===== src/rtl/serial_tx_arbiter.sv =====
`default_nettype none
// ============================================================================
// Module   : serial_tx_arbiter
// Purpose  : Round-robin share of one multi-byte UART serializer among
//            NUM_REQ requesters; prepends a 0xA<id> header byte.
// Revision : 1.0 - initial release
// ============================================================================
module serial_tx_arbiter #(
    parameter int NUM_REQ       = 4,
    parameter int BYTES         = 4,
    parameter int START_TIMEOUT = 1024
) (
    input  logic                         clk_in,
    input  logic                         rst_n_in,
    input  logic [NUM_REQ-1:0]           req_in,
    input  logic [NUM_REQ*8*BYTES-1:0]   data_in,
    output logic [NUM_REQ-1:0]           grant_out,
    output logic [NUM_REQ-1:0]           done_out,
    output logic                         ser_ready_out,
    output logic [8*(BYTES+1)-1:0]       ser_data_out,
    input  logic                         ser_busy_in,
    output logic                         active_out,
    output logic                         err_out,
    input  logic                         err_clr_in
);

    localparam int c_PAY_W = 8 * BYTES;
    localparam int c_CNT_W = (START_TIMEOUT > 2) ? $clog2(START_TIMEOUT) : 1;
    localparam logic [c_CNT_W-1:0] c_CNT_MAX = c_CNT_W'(START_TIMEOUT - 1);
    localparam logic [NUM_REQ-1:0] c_ONE     = NUM_REQ'(1);

    typedef enum logic [1:0] {
        S_IDLE      = 2'd0,
        S_ISSUE     = 2'd1,
        S_WAIT_BUSY = 2'd2,
        S_WAIT_DONE = 2'd3
    } state_t;

    state_t               r_state;
    state_t               w_state_nxt;
    logic [3:0]           r_rr_ptr;
    logic [3:0]           r_owner;
    logic [c_CNT_W-1:0]   r_cnt;

    logic                 w_found;
    logic [3:0]           w_winner;
    logic [3:0]           w_rr_nxt;
    logic [c_PAY_W-1:0]   w_payload;
    logic                 w_do_grant;
    logic                 w_ready_nxt;
    logic                 w_done_nxt;
    logic                 w_err_set;
    logic                 w_cnt_clr;
    logic                 w_cnt_inc;

    // Smallest offset from the pointer wins: later (smaller k) hits overwrite.
    always_comb begin
        w_found  = 1'b0;
        w_winner = '0;
        for (int k = NUM_REQ - 1; k >= 0; k--) begin
            for (int j = 0; j < NUM_REQ; j++) begin
                if ((r_rr_ptr == 4'(j)) && req_in[(j + k) % NUM_REQ]) begin
                    w_found  = 1'b1;
                    w_winner = 4'((j + k) % NUM_REQ);
                end
            end
        end
    end

    always_comb begin
        w_payload = '0;
        for (int j = 0; j < NUM_REQ; j++) begin
            if (w_winner == 4'(j)) begin
                w_payload = data_in[j*c_PAY_W +: c_PAY_W];
            end
        end
    end

    assign w_rr_nxt = (w_winner == 4'(NUM_REQ - 1)) ? 4'd0 : (w_winner + 4'd1);

    always_ff @(posedge clk_in or negedge rst_n_in) begin
        if (!rst_n_in) begin
            r_state <= S_IDLE;
        end else begin
            r_state <= w_state_nxt;
        end
    end

    always_comb begin
        w_state_nxt = r_state;
        w_do_grant  = 1'b0;
        w_ready_nxt = 1'b0;
        w_done_nxt  = 1'b0;
        w_err_set   = 1'b0;
        w_cnt_clr   = 1'b0;
        w_cnt_inc   = 1'b0;
        case (r_state)
            S_IDLE: begin
                if (w_found && !ser_busy_in) begin
                    w_do_grant  = 1'b1;
                    w_state_nxt = S_ISSUE;
                end
            end
            S_ISSUE: begin
                w_ready_nxt = 1'b1;
                w_cnt_clr   = 1'b1;
                w_state_nxt = S_WAIT_BUSY;
            end
            S_WAIT_BUSY: begin
                if (ser_busy_in) begin
                    w_state_nxt = S_WAIT_DONE;
                end else if (r_cnt == c_CNT_MAX) begin
                    w_err_set   = 1'b1;
                    w_state_nxt = S_IDLE;
                end else begin
                    w_cnt_inc = 1'b1;
                end
            end
            S_WAIT_DONE: begin
                if (!ser_busy_in) begin
                    w_done_nxt  = 1'b1;
                    w_state_nxt = S_IDLE;
                end
            end
            default: w_state_nxt = S_IDLE;
        endcase
    end

    always_ff @(posedge clk_in or negedge rst_n_in) begin
        if (!rst_n_in) begin
            grant_out     <= '0;
            done_out      <= '0;
            ser_ready_out <= 1'b0;
            ser_data_out  <= '0;
            r_rr_ptr      <= '0;
            r_owner       <= '0;
            r_cnt         <= '0;
            err_out       <= 1'b0;
        end else begin
            grant_out     <= w_do_grant ? (c_ONE << w_winner) : '0;
            done_out      <= w_done_nxt ? (c_ONE << r_owner) : '0;
            ser_ready_out <= w_ready_nxt;
            if (w_do_grant) begin
                ser_data_out <= {w_payload, 4'hA, w_winner};
                r_owner      <= w_winner;
                r_rr_ptr     <= w_rr_nxt;
            end
            if (w_cnt_clr) begin
                r_cnt <= '0;
            end else if (w_cnt_inc) begin
                r_cnt <= r_cnt + 1'b1;
            end
            // A timeout in the same cycle as a clear request keeps the flag set.
            if (w_err_set) begin
                err_out <= 1'b1;
            end else if (err_clr_in) begin
                err_out <= 1'b0;
            end
        end
    end

    assign active_out = (r_state != S_IDLE);

endmodule
`default_nettype wire


===== config.mk =====
export PLATFORM = sky130hd
export DESIGN_NAME = serial_tx_arbiter
export DESIGN_NICKNAME = d
export VERILOG_FILES = /design/src/rtl/serial_tx_arbiter.sv
export SDC_FILE = /design/constraint.sdc
export NUM_CORES = 1
export LEC_CHECK = 0
export BUFFER_PORTS_ARGS = -buffer_cell sky130_fd_sc_hd__buf_4
export CAP_MARGIN = 20
export CORE_MARGIN = 1.5
export CORE_UTILIZATION = 45
export DETAILED_ROUTE_END_ITERATION = 10
export PLACE_DENSITY = 0.87
export SYNTH_ARGS = -nofsm -noshare
export SYNTH_HDL_FRONTEND = slang
export SYNTH_SLANG_ARGS = --single-unit
export TNS_END_PERCENT = 1

===== constraint.sdc =====
create_clock -name clk_in -period 3.8 [get_ports clk_in]
set_clock_uncertainty 0.2 [all_clocks]
set_input_delay 0.95 -clock clk_in [delete_from_list [all_inputs] [get_ports clk_in]]
set_output_delay 0.95 -clock clk_in [all_outputs]
set_load 0.01 [all_outputs]

==> summary.txt <==
Outcome
  • Status: finished, final reports clean

Cells and area
  • Fin cells: 659
  • Area Overhead vs Synth: 48.6%
  • Nets: 696
  • Layout cell share with drive strength beyond 1: 0.380
  • Commonest non-fill, non-tap cell in the layout: buf_4
  • Most frequent cells in the layout: buf_4 (188), a21oi_1 (71), dfrtp_1 (59)
  • Antenna diode count: 0

Global route
  • Initial antenna violation count: 0
  • Total GRT Usage: 0.278
  • Vias in the first global route: 3451
  • Met3 usage: 0.0656
  • First-pass GRT wire length: 16700 um
  • Total gr overflow: 0
  • Met1 usage in global routing: 0.336
  • GR met2 Demand/Resource: 0.458
  • Largest net degree at the start of global routing: 60
  • Top Usage Layer GRT: met2

Clocking
  • # H-tree levels: 3
  • Maximum clock path buffer count: 2
  • CTS clk-pin slew, worst paths: 0.07 ns
  • Root Driver: clkbuf_8
  • PostCTS Resize Cnt: 0
  • CTS buffer count: 9
  • Clock sinks: 59
  • Postcts setup bufs: 0
  • Clk Latency, worst-skew pair: 0.34 ns
  • CTS hold repair buffers: 0
  • CTS tree: built

Setup path
  • Crit path DAT: 3.28 ns
  • Critical Path Fanout Max: 17
  • Critical path launch point type: input port
  • Critical path capture point type: flop
  • WP data required: 3.86 ns
  • Crit Path Category: input port to flop

Power and ir drop
  • Leak: 2.50 nW
  • PD cells: 667 mW/mm2
  • Total power: 3.34 mW
  • Maximum vdd ir drop: 0.421 mV

Routing
  • Avg WL per Cell: 17.1 um
  • Vias per inst: 5.61
  • Vias: 3695
  • Iteration-0 DRC Markers: 230
  • Detail Route Antenna Nets: 0
  • Total Routed Length: 11300 um
  • DRC: 0
  • Initial DRT Pass Iterations: 5

Timing
  • Tmin final: 3.22 ns
  • Final Hold Viols: 0
  • # setup viols final: 0
  • Pins Over Slew Limit: 0
  • RSZ-0062 raised after global routing: false
  • Final Hold Slack: 0.323 ns
  • Fmax: 0.310 GHz
  • Worst slew margin: 0.498
  • Tcrit/Tclk final: 0.849
  • Worst-margin pin slew: 0.752 ns

Hold path
  • Hold Crit Class: flop to flop

Place
  • Detail Placement HPWL: 8180 um
  • # placed instances: 643
  • RePlAce Congestion: 0.880
  • Port buffer count: 182

Synth
  • Top FF cell, synth: dfrtp_1
  • Register area share after synthesis: 0.438
  • Cells after Synth: 386
  • Cell Area, Synth: 0.00337 mm2
  • Syn. warnings: 0
  • Syn_area_per_cell: 8.73 um2
  • Unique masters post-synth: 47
  • Asr flop ratio synth: 1.00
  • Post-synth EDFFs: 0
  • Synth Register Bits: 59

Floorplanning
  • Die X: 89.5 um
  • Row Count: 31
  • Die area: 0.00801 mm2
  • Core area: 0.00725 mm2
  • Top-level I/O count: 187
  • Vert. Die Dim: 89.5 um
  • Initial Util: 0.464

Job
  • Max Cap Viol: 0
## per-layer routing
layer  wire length [um]  vias to the layer above  share of wire
met2               5540                      188           0.49
met1               4260                     1737           0.38
met3                999                       40          0.089
met5                  0                        -              0
met4                470                        0          0.042
li1                   -                     1730              -
## flip-flops by register name (all words and copies together) (netlist names)
signal	cells
done_out	4
r_state	2
ser_ready_out	1
r_rr_ptr	2
r_cnt	10
ser_data_out	34
err_out	1
grant_out	4
r_owner	1
## critical path, cell delays in order
cell and delay (ns):
buf_4 0.11, a21oi_1 0.06, o21a_1 0.17, o22ai_1 0.29, ha_1 0.26, nor2b_2 0.63, buf_8 0.25, a221oi_1 0.09
a211o_1 0.30, a21oi_1 0.17
## final timing paths
path | from | cells after the start | end | slack, ns
hold reg to reg | r_owner[0] | 1 | done_out[2] | 0.32
hold / removal | r_owner[0] | 1 | done_out[2] | 0.32
max in group asynchronous | rst_n_in | 1 | ser_data_out[21] | 2.43
setup / recovery | req_in[0] | 10 | ser_data_out[33] | 0.58
setup reg to reg | r_rr_ptr[1] | 9 | ser_data_out[33] | 0.82
min in group asynchronous | rst_n_in | 1 | ser_data_out[11] | 0.48
## area by class of cell
| class | count | area [um2] |
|---|---|---|
| Clock buffer | 15 | 176 |
| Sequential cell | 59 | 1480 |
| Inverter | 42 | 158 |
| Timing Repair Buffer | 190 | 1450 |
| Clock inverter | 1 | 30.0 |
| Fill cell | 567 | 2250 |
| Tap cell | 99 | 124 |
| Multi-Input combinational cell | 253 | 1590 |
## through the flow
step / worst slack, ns / util / setup TNS (ns) / instance area (um2)
5_1_grt: 0.405 / 0.690 / 0 / 5000
4_1_cts: 0.598 / 0.690 / 0 / 5000
3_3_place_gp: -0.0209 / 0.659 / -0.0370 / 4780
2_1_floorplan: 0.908 / - / 0 / 3380
6_report: 0.575 / 0.690 / 0 / 5000
3_5_place_dp: 0.232 / 0.662 / 0 / 4800
## report_power, final
part	switching (mW)	total, mW	internal (mW)
sequential	0.167	1.03	0.861
combinational	0.891	1.71	0.815
clock	0.245	0.603	0.358
total	1.30	3.34	2.03
## cell families (layout without fill, tap and decap cells)
group	Yosys count	count (layout)	share of synthesized area
compound gates	157	157	0.323
mux	2	2	0.00631
flops	59	59	0.438
buf+inv	77	248	0.0955
simple gates	84	84	0.115
xor+xnor	1	1	0.00260
other cells	1	4	0.00111
fa+ha+maj	5	5	0.0186
## synth_stat cells (2+ instances only)
| cell | instances | area share |
|---|---|---|
| buf_2 | 5 | 0.0074 |
| and2_1 | 4 | 0.0074 |
| nand2_1 | 12 | 0.013 |
| o22ai_1 | 2 | 0.0037 |
| buf_1 | 4 | 0.0045 |
| nand4_1 | 3 | 0.0056 |
| nor3_1 | 3 | 0.0045 |
| nor4_1 | 3 | 0.0056 |
| o211ai_1 | 2 | 0.0045 |
| a211o_1 | 31 | 0.081 |
| a221oi_1 | 32 | 0.083 |
| a21oi_1 | 71 | 0.11 |
| dfrtp_1 | 59 | 0.44 |
| o31ai_1 | 3 | 0.0067 |
| nor2_1 | 41 | 0.046 |
| o21ai_1 | 3 | 0.0045 |
| ha_1 | 5 | 0.019 |
| buf_4 | 5 | 0.011 |
| nand3_1 | 8 | 0.012 |
| nand2b_1 | 3 | 0.0056 |
| inv_1 | 40 | 0.045 |
| o21ai_0 | 3 | 0.0045 |
| clkbuf_1 | 20 | 0.022 |
No activity file was read; power rests on OpenSTA's default activity.
